==> src/rtl/led_bank.sv <==
// Memory-mapped LED controller: DATA/MODE/BLINK_DIV/PWM_DUTY registers with
// static, blink and PWM drive modes and selectable pin polarity.
module led_bank #(
    parameter int unsigned WIDTH      = 32,
    parameter int unsigned PRESCALE   = 50000,
    parameter int unsigned PWM_BITS   = 8,
    parameter bit          ACTIVE_LOW = 1'b1
) (
    input  logic             clk,
    input  logic             rst,
    input  logic             we,
    input  logic [1:0]       addr,
    input  logic [3:0]       be,
    input  logic [31:0]      din,
    output logic [31:0]      dout,
    output logic [WIDTH-1:0] led_light
);

    typedef enum logic [1:0] {
        MODE_STATIC = 2'b00,
        MODE_BLINK  = 2'b01,
        MODE_PWM    = 2'b10,
        MODE_RSVD   = 2'b11
    } mode_t;

    localparam int unsigned PRE_W = (PRESCALE > 1) ? $clog2(PRESCALE) : 1;
    localparam logic [PRE_W-1:0]    PRE_MAX  = PRE_W'(PRESCALE - 1);
    localparam logic [PWM_BITS-1:0] DUTY_RST = PWM_BITS'(32'd1 << (PWM_BITS - 1));

    logic [WIDTH-1:0]    data_q;
    mode_t               mode_q;
    logic [15:0]         div_q;
    logic [PWM_BITS-1:0] duty_q;

    logic [PRE_W-1:0]    pre_cnt;
    logic [15:0]         blk_cnt;
    logic [PWM_BITS-1:0] pwm_cnt;
    logic                phase;

    logic [31:0]         cur_word;
    logic [31:0]         lane_mask;
    logic [31:0]         wr_word;
    logic                wr_any;
    logic                restart;
    logic                tick;
    logic                pwm_on;
    logic [WIDTH-1:0]    on_vec;

    always_comb begin
        cur_word = '0;
        case (addr)
            2'd0: cur_word = 32'(data_q);
            2'd1: cur_word = {30'd0, mode_q};
            2'd2: cur_word = {16'd0, div_q};
            2'd3: cur_word = 32'(duty_q);
            default: cur_word = '0;
        endcase
        lane_mask = '0;
        for (int unsigned i = 0; i < 4; i++) begin
            lane_mask[8*i +: 8] = {8{be[i]}};
        end
        // Merge keeps unselected lanes of the addressed register intact
        wr_word = (din & lane_mask) | (cur_word & ~lane_mask);
        dout    = cur_word;
    end

    assign wr_any  = we && (be != '0);
    assign restart = wr_any && ((addr == 2'd1) || (addr == 2'd2));
    assign tick    = (pre_cnt == PRE_MAX);
    assign pwm_on  = (pwm_cnt < duty_q);

    always_ff @(posedge clk) begin
        if (rst) begin
            data_q <= '0;
            mode_q <= MODE_STATIC;
            div_q  <= 16'hFFFF;
            duty_q <= DUTY_RST;
        end else if (wr_any) begin
            case (addr)
                2'd0: data_q <= wr_word[WIDTH-1:0];
                2'd1: mode_q <= mode_t'(wr_word[1:0]);
                2'd2: div_q  <= wr_word[15:0];
                2'd3: duty_q <= wr_word[PWM_BITS-1:0];
                default: ;
            endcase
        end
    end

    // A MODE/BLINK_DIV write restarts all timing at the same edge; it
    // overrides any tick or toggle that would otherwise land there.
    always_ff @(posedge clk) begin
        if (rst || restart) begin
            pre_cnt <= '0;
            blk_cnt <= '0;
            pwm_cnt <= '0;
            phase   <= 1'b1;
        end else begin
            pre_cnt <= tick ? '0 : pre_cnt + PRE_W'(1);
            pwm_cnt <= pwm_cnt + PWM_BITS'(1);
            if (tick) begin
                if (blk_cnt == div_q) begin
                    blk_cnt <= '0;
                    phase   <= ~phase;
                end else begin
                    blk_cnt <= blk_cnt + 16'd1;
                end
            end
        end
    end

    always_comb begin
        on_vec = data_q;
        case (mode_q)
            MODE_BLINK: on_vec = data_q & {WIDTH{phase}};
            MODE_PWM:   on_vec = data_q & {WIDTH{pwm_on}};
            default:    on_vec = data_q;
        endcase
    end

    always_ff @(posedge clk) begin
        if (rst) begin
            led_light <= ACTIVE_LOW ? '1 : '0;
        end else begin
            led_light <= ACTIVE_LOW ? ~on_vec : on_vec;
        end
    end

endmodule

==> config.mk <==
export PLATFORM = sky130hd
export DESIGN_NAME = led_bank
export DESIGN_NICKNAME = d
export VERILOG_FILES = /design/src/rtl/led_bank.sv
export SDC_FILE = /design/constraint.sdc
export NUM_CORES = 1
export LEC_CHECK = 0
export CORE_UTILIZATION = 35
export CTS_BUF_LIST = sky130_fd_sc_hd__clkbuf_2 sky130_fd_sc_hd__clkbuf_4 sky130_fd_sc_hd__clkbuf_8
export CTS_CLUSTER_DIAMETER = 120
export DETAILED_ROUTE_END_ITERATION = 6
export MAX_ROUTING_LAYER = met4
export SLEW_MARGIN = 20
export SYNTH_ARGS = -nofsm -noshare
export SYNTH_HDL_FRONTEND = slang
export SYNTH_SLANG_ARGS = --single-unit
==> constraint.sdc <==
create_clock -name clk -period 1.77 [get_ports clk]
set_input_delay 0.177 -clock clk [delete_from_list [all_inputs] [get_ports clk]]
set_output_delay 0.177 -clock clk [all_outputs]
set_load 0.02 [all_outputs]
Word-level counts from Yosys, hierarchy flattened
Index checks and enable logic that the tools add are counted.
W data, S select, Z words.

word-level totals
  input port bits = 41
  bits in registers = 131
  logic and storage cells = 43
  output and inout port bits = 64

operators by class
  reductions and logical operators = 12
  $add $sub $neg = 3
  bitwise operators = 8
  muxes and demuxes = 3
  magnitude comparators = 1
  eq/ne operators = 7

operator list
  kind                     number
  $and A32 B32 Y32         4
  $pmux W32 S4             1
  $not A32 Y32             2
  $pmux W32 S2             1
  $add A16 B1 Y16 const B  2
  $or A32 B32 Y32          1
  $eq A16 B16 Y1           1
  $eq A16 B16 Y1 const B   1
  $mux W16                 1
  $reduce_and A2 Y1        5
  $add A8 B1 Y8 const B    1
  $lt A8 B8 Y1             1
  $eq A2 B2 Y1 const B     3
  $eq A2 B1 Y1 const B     2
  $reduce_bool A4 Y1       1
  $logic_and A1 B1 Y1      2
  $logic_not A2 Y1         1
  $logic_or A1 B1 Y1       2
  $reduce_or A2 Y1         1
  $not A1 Y1               1

Longest topological paths before layout
Gate-level depths: netlist (run 1).

  depth in word-level cells = 5
  mapped depth = 10
  depth with buffers taken out = 7

Least setup slack after synthesis (run 1)
Ideal clock, no wire load.

  kind = input-to-reg
  start point = in addr[0]
  end point = reg data_q[0]
  arrival time = 2107 ps
  stages = 8
  path slack = -422 ps
  required time = 1684 ps
  buffers on the path = 3
  library setup time = 86 ps
  cell sequence = inv_1 > ha_1 > clkbuf_1 > clkbuf_1 > clkbuf_1 > mux2i_1 > mux2i_1 > a211oi_1

between the ends
  word-level cells in the longest chain between the ends = 4
  elaborated cells on any way between the ends = 8
  classes of those cells = eq/ne (3); mux (1); bitwise (2); reduce/logical (2)

ends and longest elaborated chain
  element                               line  source
  from (decl)                           12    input logic [1:0] addr,
  $eq A2 B2 Y1 (tied with other cells)  51    case (addr)
  $pmux W32 S4 (*)                      51
  net dout[0]                           15    output logic [31:0] dout,
  $and A32 B32 Y32 (*)                  63    wr_word = (din & lane_mask) | (cur_word & ~lane_mask);
  $or A32 B32 Y32 (*)                   63
  to (signal assigned)                  80    2'd0: data_q <= wr_word[WIDTH-1:0];
  to (decl)                             30    logic [WIDTH-1:0] data_q;

The timed path passes the listed nets; every way through them passes the cells marked *.
A chain may end at the register's enable or synchronous reset.

Worst setup path after layout (run 1)
  start point = reg duty_q[7]
  end point = reg led_light[4]

between the ends
  word-level cells in the longest chain between the ends = 4

ends and longest elaborated chain
  element                 line  source
  from (decl)             33    logic [PWM_BITS-1:0] duty_q;
  from (signal assigned)  83    2'd3: duty_q <= wr_word[PWM_BITS-1:0];
  $lt A8 B8 Y1            70    assign pwm_on = (pwm_cnt < duty_q);
  $and A32 B32 Y32        115   MODE_PWM: on_vec = data_q & {WIDTH{pwm_on}};
  $pmux W32 S2            113   case (mode_q)
  $not A32 Y32            124   led_light <= ACTIVE_LOW ? ~on_vec : on_vec;
  to (signal assigned)    122   led_light <= ACTIVE_LOW ? '1 : '0;
  to (signal assigned)    124
  to (decl)               16    output logic [WIDTH-1:0] led_light

Every way passes these cells.

==> impl_results.rst, run 1 <==
.. list-table::
   :header-rows: 1

   * - Metric
     - Value
   * - Run status
     - finished with violations
   * - Violations in the final reports
     - negative setup slack
   * - Count of unresolved DRC violations after routing
     - 0
   * - Final critical-path share of the clock period
     - 1.03
   * - Count of nets left with antenna violations after detail routing
     - 0
   * - Total length of routed wires
     - approximately 17,000 um
   * - Core region area
     - about 0.017 sq mm
   * - Share of synthesized flip-flops with an asynchronous set or reset
     - 0
   * - Max capacitance violation total
     - 0
   * - Ratio of routed vias to standard cells
     - about 5
   * - Footprint of the multi-input gates
     - 0.00342 sq mm
   * - Total track usage
     - 0.197
   * - Dominant register cell in the synthesized netlist
     - sky130_fd_sc_hd__dfxtp_1
   * - Chain of cells forming the critical path
     - inv_1, ha_1, nand4_1, nand4b_1, buf_4, a211oi_4, buf_6, buf_12, o21ai_1
   * - Clock Skew
     - 0.0116 ns
   * - Number of buffers created by CTS
     - 17
   * - Max Slew Vio Count
     - 0
   * - Synth cell types
     - 44
   * - Part of the Yosys area used for sequential elements
     - 0.431
   * - PnR worst setup slack
     - -0.0480 ns
   * - Worst hold-check slack
     - 0.317 ns
   * - Mean cell area of the mapped netlist
     - between 8 and 9 sq um
   * - Nature of the critical path endpoint
     - flip-flop
   * - Skew-Pair Late Insertion Delay
     - roughly 0.44 ns
   * - CTS tree
     - done
   * - Detailed-route wire length per cell
     - 15.6 um
   * - Required arrival time at the worst endpoint
     - 2.09 ns
   * - Reg area
     - ~0.0027 sq mm
   * - Top cell family by delay on the critical path
     - buffers and inverters
   * - Final critical-path required period
     - 1.82 ns
   * - Min-Delay Path Class
     - input port to flip-flop
   * - Final Setup Violations
     - 32
   * - Syn Inst Count
     - between 600 and 700
   * - Classification of the worst setup path
     - flip-flop to flip-flop
   * - Count of vias placed by the detailed router
     - roughly 5.4k
   * - Cell area after technology mapping
     - ~0.006 sq mm
   * - Total overflow reported by the global router
     - 0
   * - P&R area growth vs syn
     - 44.0%
   * - Die height
     - ~130 um
   * - Antenna violations before repair
     - 0
   * - Global placement routability congestion
     - approximately 0.9
   * - Final nets
     - slightly above 900
   * - Transition at the pin with the smallest max-transition slack
     - a little under 0.6 ns
   * - Detailed-routing iteration count for the pre-antenna-repair pass
     - 4
   * - CTS Root Cell
     - sky130_fd_sc_hd__clkbuf_8
   * - Setup repair after global routing missed its margin
     - yes
   * - Max stage delay cell, worst path
     - sky130_fd_sc_hd__dfxtp_2
   * - Crit path launch type
     - flip-flop
   * - Slowest stage delay, CP
     - approximately 0.36 ns
   * - Count of flip-flops with a built-in enable after synthesis
     - 0
   * - Count of buffer and inverter cells on the critical path
     - 4
   * - Number of global-route vias before repair
     - 5,439
   * - Number of primary I/O pins
     - between 100 and 150
   * - Largest fanout on the critical path
     - 8
   * - Yosys warning total
     - 0
   * - Die Width
     - ~130 um
   * - DR iter-0 viols
     - roughly 320
   * - CTS Buffer Depth
     - 2
   * - Floorplan die area
     - ~0.018 sq mm
   * - Starting Density
     - 0.363
   * - Fraction of final layout cells sized beyond drive strength 1
     - 0.246
   * - Finished Core Util
     - 0.522
   * - Number of hold violations in the final report
     - 0
   * - HPWL Detailed
     - roughly 12,000 um
   * - Synthesized net count
     - about 750
   * - Highest clock rate
     - 550 MHz
   * - Register bit total from synthesis
     - around 130
   * - H-tree levels
     - 4
   * - Fill cell count
     - 1,517
   * - Largest net degree at the start of global routing
     - 57
   * - Number of buffers inserted by port buffering
     - ~100
   * - Leakage
     - 0.00339 uW
   * - Number of antenna repair diodes
     - 0
   * - Register clock-pin slew on the reported worst setup and hold paths
     - 0.07 ns
   * - Max-slew headroom
     - 0.606
   * - Arrival time of the worst setup path
     - roughly 2.1 ns
   * - Global-route wire length before repair
     - ~27,000 um
   * - Total power density per cell area
     - ~770 mW/mm^2
   * - Placement Rows
     - 47
   * - CTS Sinks
     - 131
   * - Largest vdd supply drop
     - between 0.0004 and 0.0005 V
## flip-flops by register name, indices dropped and copies added, names as in the netlist
signal     count
blk_cnt       16
duty_q         8
div_q         16
data_q        32
mode_q         2
led_light     32
pwm_cnt        8
phase          1
pre_cnt       16
## power breakdown
group          leakage (uW)  total (uW)  switching (uW)  internal [uW]
clock              0.000209        2630            1190           1440
sequential          0.00107        3110            69.4           3040
combinational       0.00211         953             481            473
## what timing repair did
item | 4_1_cts | 5_1_grt
pin swaps | 12 | 28
gates cloned | 3 | 3
setup endpoints to repair | 84 | 83
hold buffers | 0 | 0
setup buffers | 7 | 6
gates resized for setup | 121 | 74
## worst min-delay path: stages
cell and delay, ns:
sky130_fd_sc_hd__buf_2 0.11, sky130_fd_sc_hd__a21o_1 0.19, sky130_fd_sc_hd__buf_4 0.18, sky130_fd_sc_hd__nor2_1 0.04
## worst paths after layout
path / startpoint / endpoint / slack (ns) / depth (start not counted)
setup / recovery: duty_q[7] / led_light[4] / -0.05 / 9
hold / removal: rst / pwm_cnt[1] / 0.32 / 4
setup reg to reg: duty_q[7] / led_light[4] / -0.05 / 9
hold reg to reg: data_q[9] / data_q[9] / 0.48 / 2
## cell type report
type	instances	share of cell area
clock buffer	19	0.0292
clock inverter	12	0.0179
inverter	18	0.00772
multi-input combinational	492	0.391
sequential	131	0.303
tap	220	0.0314
timing repair buffer	199	0.220
## layout by cell type, fill, tap and decap left out, types with 10 or more instances in the layout
| cell | count |
|---|---|
| sky130_fd_sc_hd__clkdlybuf4s15_2 | 10 |
| sky130_fd_sc_hd__buf_4 | 71 |
| sky130_fd_sc_hd__nand4_1 | 17 |
| sky130_fd_sc_hd__ha_1 | 12 |
| sky130_fd_sc_hd__clkbuf_8 | 18 |
| sky130_fd_sc_hd__a211o_1 | 15 |
| sky130_fd_sc_hd__xnor2_1 | 29 |
| sky130_fd_sc_hd__inv_1 | 15 |
| sky130_fd_sc_hd__dlygate4sd2_1 | 11 |
| sky130_fd_sc_hd__nand3_1 | 12 |
| sky130_fd_sc_hd__dfxtp_2 | 20 |
| sky130_fd_sc_hd__clkdlybuf4s50_1 | 69 |
| sky130_fd_sc_hd__xor2_1 | 18 |
| sky130_fd_sc_hd__dfxtp_1 | 110 |
| sky130_fd_sc_hd__and2_1 | 21 |
| sky130_fd_sc_hd__mux2i_1 | 18 |
| sky130_fd_sc_hd__a21oi_1 | 12 |
| sky130_fd_sc_hd__buf_6 | 13 |
| sky130_fd_sc_hd__o21ai_2 | 13 |
| sky130_fd_sc_hd__a211oi_1 | 28 |
| sky130_fd_sc_hd__nand2_1 | 44 |
| sky130_fd_sc_hd__o21ai_0 | 10 |
| sky130_fd_sc_hd__o21ai_1 | 26 |
| sky130_fd_sc_hd__nor2_1 | 80 |
| sky130_fd_sc_hd__nor2b_1 | 36 |
## per-layer routing
layer,vias up,part of all wire,global-route usage,wire [um]
li1,2757,-,-,-
met1,2567,0.47,0.250,7950
met2,103,0.48,0.322,8260
met3,8,0.044,0.0378,751
met4,0,0.0063,0.0499,107
met5,-,0,-,0
## cells in the mapped netlist, drive strengths merged, types with 5 or more instances
library cell | count | area (sq um)
dfxtp | 131 | 2620
a211oi | 29 | 218
inv | 18 | 67.6
nand2b | 9 | 56.3
ha | 16 | 200
xnor2 | 29 | 254
mux2i | 21 | 210
and4 | 5 | 43.8
o21ai | 50 | 250
nor2 | 82 | 308
and2 | 21 | 131
nor2b | 36 | 225
buf | 9 | 67.6
a22oi | 8 | 60.1
a21oi | 14 | 70.1
nand4 | 17 | 106
and3 | 7 | 43.8
nand3 | 14 | 70.1
clkbuf | 40 | 150
o211ai | 8 | 60.1
xor2 | 18 | 158
or3 | 5 | 31.3
nor3 | 9 | 45.0
mux2 | 5 | 56.3
a211o | 15 | 131
nand2 | 44 | 165
o2111a | 8 | 90.1
## logic make-up (layout without fill, tap and decap cells)
group,count (synthesis),after routing,synth area share
xor gates and xnor gates,47,47,0.0677
and+or+nand+nor,261,261,0.219
AOI/OAI and AO/OA,141,142,0.159
adders and majority gates,16,16,0.0329
DFF,131,131,0.431
muxes,26,26,0.0438
buffers and inverters,67,248,0.0469
## stage by stage
| stage | cell area, sq um | worst slack [ns] | total power, uW | setup TNS (ns) | instances |
|---|---|---|---|---|---|
| after floorplan | 6170 | -0.0179 | 3650 | -0.162 | 689 |
| after global placement | 7920 | -0.528 | 4050 | -41.67 | 1042 |
| after detailed placement | 7920 | -0.543 | 4070 | -47.37 | 1042 |
| after CTS | 8560 | -0.0397 | 6730 | -0.0733 | 1083 |
| after global routing | 8750 | -0.149 | 6980 | -4.25 | 1091 |
| final | 8750 | -0.0480 | 6700 | -0.538 | 1091 |
No activity file was read; power rests on OpenSTA's default activity.
==> run 2, diff against run 1 <==
--- a/config.mk
+++ b/config.mk
@@ -5,6 +5,7 @@
 export SDC_FILE = /design/constraint.sdc
 export NUM_CORES = 1
 export LEC_CHECK = 0
+export CAP_MARGIN = 15
 export CORE_UTILIZATION = 35
 export CTS_BUF_LIST = sky130_fd_sc_hd__clkbuf_2 sky130_fd_sc_hd__clkbuf_4 sky130_fd_sc_hd__clkbuf_8
 export CTS_CLUSTER_DIAMETER = 120
==> results of run 2 <==
No change in the layout: final DEF, timing and power equal those of run 1.
==> run 3, diff against run 2 <==
--- a/config.mk
+++ b/config.mk
@@ -6,11 +6,16 @@
 export NUM_CORES = 1
 export LEC_CHECK = 0
 export CAP_MARGIN = 15
+export CELL_PAD_IN_SITES_DETAIL_PLACEMENT = 0
+export CELL_PAD_IN_SITES_GLOBAL_PLACEMENT = 1
+export CORE_ASPECT_RATIO = 1.1
 export CORE_UTILIZATION = 35
 export CTS_BUF_LIST = sky130_fd_sc_hd__clkbuf_2 sky130_fd_sc_hd__clkbuf_4 sky130_fd_sc_hd__clkbuf_8
 export CTS_CLUSTER_DIAMETER = 120
+export CTS_CLUSTER_SIZE = 30
 export DETAILED_ROUTE_END_ITERATION = 6
 export MAX_ROUTING_LAYER = met4
+export PLACE_DENSITY_LB_ADDON = 0.1
 export SLEW_MARGIN = 20
 export SYNTH_ARGS = -nofsm -noshare
 export SYNTH_HDL_FRONTEND = slang
==> run 3 against run 2 <==
Against the previous run: the flow still finishes with violations (negative setup slack); sequential share of layout area shrank 0.88 points; critical path depth increased by 2; maximum frequency fell by 2.5%; power is 3.5% higher; worst hold slack worse by 0.054 ns; die area hardly changed; largest cell class unchanged; largest power group unchanged.
==> impl_results.rst, run 3 (synthesized netlist as in run 1, its figures left out) <==
.. list-table::
   :header-rows: 1

   * - Metric
     - Value
   * - Die Width
     - 128 um (was 134 um)
   * - Min-Delay Path Class
     - input port to flip-flop (unchanged)
   * - Setup repair after global routing missed its margin
     - yes (unchanged)
   * - Largest net degree at the start of global routing
     - 92 (was 57)
   * - Detailed-routing iteration count for the pre-antenna-repair pass
     - 5 (was 4)
   * - Largest fanout on the critical path
     - 8 (unchanged)
   * - CTS tree
     - done (unchanged)
   * - Commonest non-fill, non-tap cell in the layout
     - sky130_fd_sc_hd__dfxtp_1 (unchanged)
   * - Endpoint of the worst register-to-register path
     - led_light[2] (was led_light[4])
   * - Nature of the critical path endpoint
     - flip-flop (unchanged)
   * - PnR worst setup slack
     - -0.0947 ns (was -0.0480 ns)
   * - Number of hold violations in the final report
     - 0 (unchanged)
   * - Run status
     - finished with violations (unchanged)
   * - Critical Path Sink
     - led_light[2] (was led_light[4])
   * - Fill cell count
     - 1,610 (was 1,517)
   * - Leakage
     - 0.00343 uW (was 0.00339 uW)
   * - CTS Root Cell
     - sky130_fd_sc_hd__clkbuf_8 (unchanged)
   * - Count of unresolved DRC violations after routing
     - 0 (unchanged)
   * - Max Slew Vio Count
     - 0 (unchanged)
   * - Count of buffer and inverter cells on the critical path
     - 5 (was 4)
   * - Total overflow reported by the global router
     - 0 (unchanged)
   * - HPWL Detailed
     - 12,000 um (was 11,800 um)
   * - Worst hold-check slack
     - 0.263 ns (was 0.317 ns)
   * - Total length of routed wires
     - 17,900 um (was 17,100 um)
   * - Number of logic stages on the critical path including buffering
     - 11 (was 9)
   * - Classification of the worst setup path
     - flip-flop to flip-flop (unchanged)
   * - Chain of cells forming the critical path
     - inv_2, ha_4, a21o_1, nand2_1, nand4b_1, buf_4, a211oi_4, buf_12, buf_12, buf_16, o21ai_1 (was inv_1, ha_1, nand4_1, nand4b_1, buf_4, a211oi_4, buf_6, buf_12, o21ai_1)
   * - Crit path launch type
     - flip-flop (unchanged)
   * - Worst reg-to-reg path cell count
     - 11 (was 9)
   * - CTS Sinks
     - 131 (unchanged)
   * - Slack of the worst reg-to-reg path
     - -0.09 ns (was -0.05 ns)
   * - P&R area growth vs syn
     - 47.5% (was 44.0%)
   * - Global placement routability congestion
     - 0.824 (was 0.905)
   * - DR iter-0 viols
     - 334 (was 323)
   * - Global-route wire length before repair
     - 28,600 um (was 27,100 um)
   * - Number of primary I/O pins
     - 105 (unchanged)
   * - Count of vias placed by the detailed router
     - 5,496 (was 5,435)
   * - Total track usage
     - 0.214 (was 0.197)
   * - H-tree levels
     - 4 (unchanged)
   * - Max capacitance violation total
     - 0 (unchanged)
   * - Starting Density
     - 0.357 (was 0.363)
   * - Slowest stage delay, CP
     - 0.34 ns (was 0.36 ns)
   * - Antenna violations before repair
     - 0 (unchanged)
   * - Ratio of routed vias to standard cells
     - 4.95 (was 4.98)
   * - Highest clock rate
     - 536 MHz (was 550 MHz)
   * - Hold buffer count at CTS
     - 0 (unchanged)
   * - Dominant cell type by count on the critical path
     - sky130_fd_sc_hd__buf_12
   * - Skew-Pair Late Insertion Delay
     - 0.45 ns (was 0.44 ns)
   * - Top cell family by delay on the critical path
     - buffers and inverters (unchanged)
   * - CTS Buffer Depth
     - 2 (unchanged)
   * - Required arrival time at the worst endpoint
     - 2.12 ns (was 2.09 ns)
   * - Source of the critical timing path
     - duty_q[6] (was duty_q[7])
   * - Number of global-route vias before repair
     - 5,331 (was 5,439)
   * - Fraction of met2 tracks used by global routing
     - 0.353 (was 0.322)
   * - Max-slew headroom
     - 0.728 (was 0.606)
   * - Number of standard cells in the final layout excluding fillers
     - 1,110 (was 1,091)
   * - Count of nets left with antenna violations after detail routing
     - 0 (unchanged)
   * - Clock Skew
     - 0.0108 ns (was 0.0116 ns)
   * - Die height
     - 140 um (was 134 um)
   * - Final Setup Violations
     - 35 (was 32)
   * - Register clock-pin slew on the reported worst setup and hold paths
     - 0.08 ns (was 0.07 ns)
   * - FF-to-FF Start
     - duty_q[6] (was duty_q[7])
   * - Number of antenna repair diodes
     - 0 (unchanged)
   * - Total power density per cell area
     - 773 mW/mm^2 (was 765 mW/mm^2)
   * - Number of buffers inserted by port buffering
     - 104 (unchanged)
   * - Pre-CTS setup slack
     - -0.532 ns (was -0.543 ns)
   * - Largest vdd supply drop
     - 0.000410 V (was 0.000491 V)
   * - Number of buffers created by CTS
     - 17 (unchanged)
   * - Final critical-path share of the clock period
     - 1.05 (was 1.03)
   * - Placement Rows
     - 50 (was 47)
   * - Final critical-path required period
     - 1.86 ns (was 1.82 ns)
   * - Fraction of final layout cells sized beyond drive strength 1
     - 0.276 (was 0.246)
   * - Commonest cells after routing, fill and taps aside
     - sky130_fd_sc_hd__dfxtp_1 (121), sky130_fd_sc_hd__nor2_1 (78), sky130_fd_sc_hd__buf_4 (73) (was sky130_fd_sc_hd__dfxtp_1 (110), sky130_fd_sc_hd__nor2_1 (80), sky130_fd_sc_hd__buf_4 (71))
   * - Finished Core Util
     - 0.527 (was 0.522)
   * - Floorplan die area
     - 0.0179 sq mm (about the same)
   * - Max stage delay cell, worst path
     - sky130_fd_sc_hd__dfxtp_2 (unchanged)
   * - Met3 Usage GRT
     - 0.0378 (about the same)
   * - Final nets
     - 920 (was 916)
   * - Placed Instances
     - 1,058 (was 1,042)
   * - Core region area
     - 0.0170 sq mm (was 0.0168 sq mm)
   * - GR Util met1
     - 0.264 (was 0.250)
   * - Violations in the final reports
     - negative setup slack (unchanged)
   * - Transition at the pin with the smallest max-transition slack
     - 0.408 ns (was 0.591 ns)
   * - Arrival time of the worst setup path
     - 2.21 ns (was 2.14 ns)
   * - Largest registers in the final layout
     - data_q: 32 flops, led_light: 32 flops (unchanged)
   * - Peak-usage layer in the global routing report
     - met2 (unchanged)
   * - Detailed-route wire length per cell
     - 16.1 um (was 15.6 um)
==> run 3: changes by cell type in the layout (fill, tap and decap cells not counted), moves of 3 or more <==
cell                              previous run  this run
sky130_fd_sc_hd__o21ai_1                    26        18
sky130_fd_sc_hd__dfxtp_2                    20         9
sky130_fd_sc_hd__o21ai_0                    10         3
sky130_fd_sc_hd__dfxtp_1                   110       121
sky130_fd_sc_hd__clkinvlp_4                  1         5
sky130_fd_sc_hd__buf_12                      8        11
sky130_fd_sc_hd__dlygate4sd2_1              11         5
sky130_fd_sc_hd__buf_2                       7        14
sky130_fd_sc_hd__clkdlybuf4s15_2            10        14
sky130_fd_sc_hd__o21ai_2                    13        29
sky130_fd_sc_hd__clkdlybuf4s15_1             4         0
==> run 3: what timing repair did <==
item	4_1_cts	5_1_grt
pin swaps	44	19
setup buffers	12	3
resized for setup	195	30
cloned	7	0
setup endpoints to repair	81	51
==> run 3: through the flow <==
step / TNS (ns) / cell area, sq um / total power [uW]
5_1_grt: -6.17 / 8970 / 7240
6_report: -2.04 / 8970 / 6940
3_5_place_dp: -46.53 / 8000 / 4090
2_1_floorplan: -0.162 / 6170 / 3650
3_3_place_gp: -41.90 / 8000 / 4080
4_1_cts: -1.75 / 8870 / 7010
==> run 3: cell type report <==
| class | count | area, sq um | share of cell area |
|---|---|---|---|
| Multi-Input combinational cell | 492 | 3510 | 0.392 |
| Inverter | 18 | 67.6 | 0.00753 |
| Clock buffer | 20 | 269 | 0.0300 |
| Sequential cell | 131 | 2640 | 0.294 |
| Timing Repair Buffer | 203 | 2010 | 0.224 |
| Clock inverter | 12 | 180 | 0.0201 |
| Tap cell | 234 | 293 | 0.0326 |
==> run 3: worst min-delay path, delay by kind of cell <==
family | cells | cell delay, ns
compound gates | 2 | 0.20
buf+inv | 2 | 0.29
==> run 3: report_power, final <==
group / total (uW) / switching (uW) / internal (uW)
Combinational: 985 / 493 / 493
Clock: 2840 / 1220 / 1620
Sequential: 3110 / 70.1 / 3040
Total: 6940 / 1780 / 5160
==> run 3: how the worst min path moves through the flow <==
stage	endpoint	startpoint	slack, ns	depth (start not counted)
after floorplan	data_q[10]	be[1]	0.41	3
after global placement	data_q[12]	data_q[12]	0.46	2
after detailed placement	data_q[8]	data_q[8]	0.47	2
after CTS	blk_cnt[1]	rst	0.21	4
after global routing	blk_cnt[1]	rst	0.27	4
final	blk_cnt[1]	rst	0.26	4
==> run 3: per-layer routing <==
| layer | wire length (um) | vias up |
|---|---|---|
| li1 | - | 2761 |
| met1 | 8150 | 2596 |
| met2 | 8690 | 126 |
| met3 | 819 | 13 |
| met4 | 225 | 0 |
| met5 | 0 | - |
